File: src/rtl/alu_pipe.sv
// Pipelined, handshaked ALU. It has a registered result, persistent C/Z/N/V flags,
// and an optional shift-add multiplier that produces one bit per cycle.
module alu_pipe #(
    parameter int WIDTH  = 16,
    parameter bit MUL_EN = 1'b1
) (
    input  logic             Clk,
    input  logic             Rst,
    input  logic             InValid,
    output logic             InReady,
    input  logic [WIDTH-1:0] A,
    input  logic [WIDTH-1:0] B,
    input  logic [3:0]       Op,
    input  logic             CIn,
    output logic             OutValid,
    input  logic             OutReady,
    output logic [WIDTH-1:0] Y,
    output logic [3:0]       Flags,
    output logic             Busy
);

    localparam int CW = $clog2(WIDTH + 1);

    typedef enum logic {IDLE, MUL} state_t;

    state_t             state, state_next;
    logic [CW-1:0]      iter_cnt;
    logic [WIDTH-1:0]   mcand;
    logic [2*WIDTH-1:0] prod;
    logic               mul_high;

    logic               accept, start_mul, mul_last, cf;
    logic [WIDTH-1:0]   b_op;
    logic               c_in;
    logic [WIDTH:0]     sum;
    logic               arith_v;
    logic [WIDTH-1:0]   alu_y, zn_src;
    logic               alu_c, alu_v;
    logic [3:0]         alu_flags;
    logic [WIDTH:0]     mul_sum;
    logic [2*WIDTH-1:0] prod_step;
    logic [WIDTH-1:0]   mul_y;
    logic               mul_c;
    logic [3:0]         mul_flags;

    assign cf        = Flags[0];
    assign InReady   = !Rst && (state == IDLE) && (!OutValid || OutReady);
    assign accept    = InValid && InReady;
    assign start_mul = accept && (Op == 4'd12 || Op == 4'd13) && MUL_EN;
    assign mul_last  = (state == MUL) && (iter_cnt == CW'(WIDTH - 1));
    assign Busy      = (state == MUL);

    // Subtract-type ops reuse the adder as A + ~B + carry.
    always_comb begin
        b_op = B;
        c_in = 1'b0;
        case (Op)
            4'd0:          c_in = CIn;
            4'd1:          c_in = cf;
            4'd2, 4'd11: begin b_op = ~B; c_in = 1'b1; end
            4'd3:        begin b_op = ~B; c_in = cf;   end
            default:       c_in = 1'b0;
        endcase
    end

    assign sum     = {1'b0, A} + {1'b0, b_op} + {{WIDTH{1'b0}}, c_in};
    assign arith_v = (A[WIDTH-1] == b_op[WIDTH-1]) && (sum[WIDTH-1] != A[WIDTH-1]);

    always_comb begin
        alu_y = '0;
        alu_c = 1'b0;
        alu_v = 1'b0;
        case (Op)
            4'd0, 4'd1, 4'd2, 4'd3: begin
                alu_y = sum[WIDTH-1:0];
                alu_c = sum[WIDTH];
                alu_v = arith_v;
            end
            4'd4:  alu_y = A & B;
            4'd5:  alu_y = A | B;
            4'd6:  alu_y = A ^ B;
            4'd7:  alu_y = ~A;
            4'd8:  begin alu_y = {A[WIDTH-2:0], 1'b0};     alu_c = A[WIDTH-1]; end
            4'd9:  begin alu_y = {1'b0, A[WIDTH-1:1]};     alu_c = A[0];       end
            4'd10: begin alu_y = {A[WIDTH-1], A[WIDTH-1:1]}; alu_c = A[0];     end
            4'd11: begin
                alu_y = A;
                alu_c = sum[WIDTH];
                alu_v = arith_v;
            end
            4'd14: alu_y = B;
            4'd15: begin alu_y = A; alu_c = CIn; end
            default: begin alu_y = '0; alu_c = 1'b0; end
        endcase
    end

    // CMP reports Z/N of the difference while passing A through as the result.
    assign zn_src    = (Op == 4'd11) ? sum[WIDTH-1:0] : alu_y;
    assign alu_flags = {alu_v, zn_src[WIDTH-1], (zn_src == '0), alu_c};

    // The multiplier accumulates into the upper half and shifts right, retiring one bit of B per step.
    assign mul_sum   = {1'b0, prod[2*WIDTH-1:WIDTH]} + (prod[0] ? {1'b0, mcand} : {(WIDTH+1){1'b0}});
    assign prod_step = {mul_sum, prod[WIDTH-1:1]};
    assign mul_y     = mul_high ? prod_step[2*WIDTH-1:WIDTH] : prod_step[WIDTH-1:0];
    assign mul_c     = mul_high ? 1'b0 : |prod_step[2*WIDTH-1:WIDTH];
    assign mul_flags = {1'b0, mul_y[WIDTH-1], (mul_y == '0), mul_c};

    always_comb begin
        state_next = state;
        case (state)
            IDLE:    if (start_mul) state_next = MUL;
            MUL:     if (mul_last)  state_next = IDLE;
            default: state_next = IDLE;
        endcase
    end

    always_ff @(posedge Clk) begin
        if (Rst) begin
            state    <= IDLE;
            iter_cnt <= '0;
            mcand    <= '0;
            prod     <= '0;
            mul_high <= 1'b0;
            OutValid <= 1'b0;
            Y        <= '0;
            Flags    <= '0;
        end else begin
            state <= state_next;

            if (start_mul) begin
                mcand    <= A;
                prod     <= {{WIDTH{1'b0}}, B};
                mul_high <= Op[0];
                iter_cnt <= '0;
            end else if (state == MUL) begin
                prod     <= prod_step;
                iter_cnt <= mul_last ? '0 : iter_cnt + CW'(1);
            end

            if (accept && !start_mul) begin
                OutValid <= 1'b1;
                Y        <= alu_y;
                Flags    <= alu_flags;
            end else if (mul_last) begin
                OutValid <= 1'b1;
                Y        <= mul_y;
                Flags    <= mul_flags;
            end else if (OutReady) begin
                OutValid <= 1'b0;
            end
        end
    end

endmodule

File: config.mk
export PLATFORM = sky130hd
export DESIGN_NAME = alu_pipe
export DESIGN_NICKNAME = d
export VERILOG_FILES = /design/src/rtl/alu_pipe.sv
export SDC_FILE = /design/constraint.sdc
export NUM_CORES = 1
export LEC_CHECK = 0
export CORE_UTILIZATION = 35
export DETAILED_ROUTE_END_ITERATION = 16
export GPL_ROUTABILITY_DRIVEN = 0
export GPL_TIMING_DRIVEN = 0
export PLACE_DENSITY = 0.61
export SYNTH_ARGS = -nofsm -noshare
export SYNTH_HDL_FRONTEND = slang
export SYNTH_SLANG_ARGS = --single-unit
File: constraint.sdc
create_clock -name Clk -period 11.9 [get_ports Clk]
set_input_delay 1.19 -clock Clk [delete_from_list [all_inputs] [get_ports Clk]]
set_output_delay 1.19 -clock Clk [all_outputs]
set_load 0.05 [all_outputs]
==> impl_results.md <==
- Destination of the critical timing path: Flags[1]
- Endpoints failing setup: 0
- Die area: 20,400 µm²
- Syn_area_per_cell: 7.51 µm²
- Worst path arrival time: 6.72 ns
- Top cell family by delay on the critical path: buffers and inverters
- 1st-pass router iterations: 6
- PD cells: 102 nW/µm²
- Routed via count: 7,304
- Root Buffer: clkbuf_16
- Setup Crit Path Kind: primary input to flop
- Seq/Total Area, Yosys: 0.219
- M1 GR Usage: 0.303
- Cells after DPL: 1,252
- Cells after synthesis: 926
- R2r setup slk: 7.82 ns
- Pleak: 3.31 nW
- Crit-path cells: clkdlybuf4s50_1 > buf_2 > or2_2 > clkbuf_1 > nand2_1 > nand2_1 > clkbuf_1 > xnor2_1 > ha_1 > buf_2 > a21oi_2 > nand2_1 > o41ai_2 > nor2_2 > o41ai_2 > xnor2_1 > o41ai_1 > a31oi_1 > o21ai_1
- Leading cell type in the layout, fill and taps excluded: nand2_1
- Vias in the first global route: 6,999
- Num CTS Buffers: 9
- Setup TNS: 0 ns
- Max Transition Viols Final: 0
- Final min period: 6.44 ns
- Remaining antenna violation count: 0
- Die Y: 143 µm
- Worst skew pair latency: 0.34 ns
- # DRC: 0
- GRT busiest layer: met2
- Maximum capacitance violations: 0
- Drt via density: 5.76
- Critical path fanouts, max: 10
- Core area: 19,500 µm²
- CTS hold repair buffers: 0
- EDFF count, synth: 0
- Area delta synth->final: 18.8%
- Seq cells post-synth: 76
- Crit Reg-Reg Endpoint: Flags[1]
- Dpl hpwl: 18,800 µm
- Layout cells sized above 1: 0.0489
- CP Capture Type: flop
- Largest net degree at the start of global routing: 14
- Resize count post-CTS: 0
- I/O Buffers: 61
- Post-CTS Setup Bufs: 0
- Layout Cells excl Fill: 1,268
- Routed Wire Length: 24,300 µm
- Tightest Pin Transition: 1.05 ns
- Most frequent cells in the layout: nand2_1 (116), nor2_1 (99), dfxtp_1 (76)
- Top achievable clock speed: 0.155 GHz
- CTS H-tree lvls: 3
- Grt total ovfl: 0
- Worst setup SP type: primary input
- Most common cell on crit path: nand2_1
- Worst path required time: 12.18 ns
- Initial DRC Count: 666
- Ys flop type: dfxtp_1
- Hold crit path type: flop to flop
- Antenna cells: 0
- CTS Buffer Depth: 2
- Reg clk slew, reported paths: 0.06 ns
- Nets: 1,106
- Outcome: completed
- TritonCTS Sinks: 76
- First-pass GRT wire length: 37,900 µm
- WP depth: 19
- Detail-routed net length per standard cell: 19.1 µm
- CP max stage cell: clkbuf_1
- Bufs and invs on worst path: 5
- Initial antenna violation count: 0
- Met3 Use GR: 0.0305
- Post-synth net total: 1,034
- CP Launch Point: Op[3]
- Initial Util: 0.357
- Worst Skew: 0.00803 ns
- RSZ-0062 raised after global routing: no
- Chip width: 143 µm
- Yosys cell types: 79
- Share of the clock period used by the worst path: 0.541
- Synth Cell Area: 6950 µm²
- Synthesis warning total: 0
- GRT Total Usage: 0.243
- Relative slew slack: 0.295
- CP max stage delay: 0.64 ns
- CTS tree: built
- Hold Vio Cnt, Final: 0
- Synth async-reset ratio: 0
- Maximum vdd ir drop: 0.0695 mV
- # rows: 51
- Grt met2 use: 0.421
- Cells on worst reg2reg path: 14
- Boundary Pins: 64
- FF-to-FF Start: Flags[0]
-- worst min path at each step --
stage,from,end,depth (start not counted)
finish,mcand[5],mcand[5],2
floorplan,mcand[0],mcand[0],2
global route,mcand[8],mcand[8],2
CTS,mcand[15],mcand[15],2
global placement,mcand[7],mcand[7],2
detailed placement,mcand[15],mcand[15],2
-- synthesized netlist by cell type (11+ instances only) --
cell        n  area [µm²]
nand2_1   116         435
nor2_1     99         372
dfxtp_1    76        1520
a21oi_1    67         335
ha_1       64         801
inv_1      45         169
clkbuf_1   44         165
xnor2_1    35         307
o21ai_0    31         155
mux2i_1    25         250
a221oi_1   24         210
nand3_1    24         120
and2_1     21         131
a22oi_1    15         113
nor3_1     14        70.1
a211oi_1   11        82.6
xor2_1     11        96.3
-- sequential cells by signal, indices dropped and copies added, names as in the netlist --
name	count
Busy	1
Flags	4
OutValid	1
Y	16
iter_cnt	5
mcand	16
mul_high	1
prod	32
-- per-layer routing --
metal	share of wire	routed length, µm
met5	0	0
met4	0.031	754
met3	0.048	1160
met2	0.48	11800
met1	0.44	10600
-- logic make-up (layout without fill, tap and decap cells) --
| family | count (synthesis) | in the layout | share of synthesized area |
|---|---|---|---|
| compound gates | 251 | 251 | 0.259 |
| flops | 76 | 76 | 0.219 |
| buf+inv | 109 | 186 | 0.0605 |
| simple gates | 344 | 344 | 0.231 |
| fa+ha+maj | 67 | 67 | 0.124 |
| xor+xnor | 46 | 46 | 0.0580 |
| mux | 33 | 33 | 0.0490 |
-- metrics by stage --
stage                     hold WS [ns]  setup WS, ns   util  power (mW)  area, µm²
after CTS                        0.452          5.57  0.424       0.839       8260
after global placement           0.439          5.21  0.406       0.504       7890
after detailed placement         0.444          5.23  0.406       0.504       7890
after global routing             0.465          5.18  0.424       0.877       8260
final                            0.452          5.46  0.424       0.840       8260
after floorplan                  0.432          6.81      -       0.427       6950
-- power breakdown --
part / switching (mW) / total (mW) / internal, mW
clock: 0.110 / 0.336 / 0.226
sequential: 0.00469 / 0.265 / 0.261
combinational: 0.149 / 0.239 / 0.0894
total: 0.265 / 0.840 / 0.576
-- worst register-to-register path, cell delays in order, from the launching register on --
cell,delay [ns]
dfxtp_1,0.36
o21ai_0,0.18
o31a_1,0.16
nor3_1,0.08
fa_1,0.47
fa_1,0.47
a21oi_2,0.23
o22ai_1,0.16
o41ai_2,0.58
nor2_2,0.12
o41ai_2,0.48
xnor2_1,0.13
o41ai_1,0.36
a31oi_1,0.10
o21ai_1,0.14
-- final cells by class --
class,count,area (µm²)
fill,1999,11200
multi-input combinational,741,5010
sequential,76,1520
timing repair buffer,61,611
tap,265,332
buffer,63,248
clock buffer,9,225
inverter,46,173
clock inverter,7,139
Note: power is estimated with default switching activity, not from simulation.
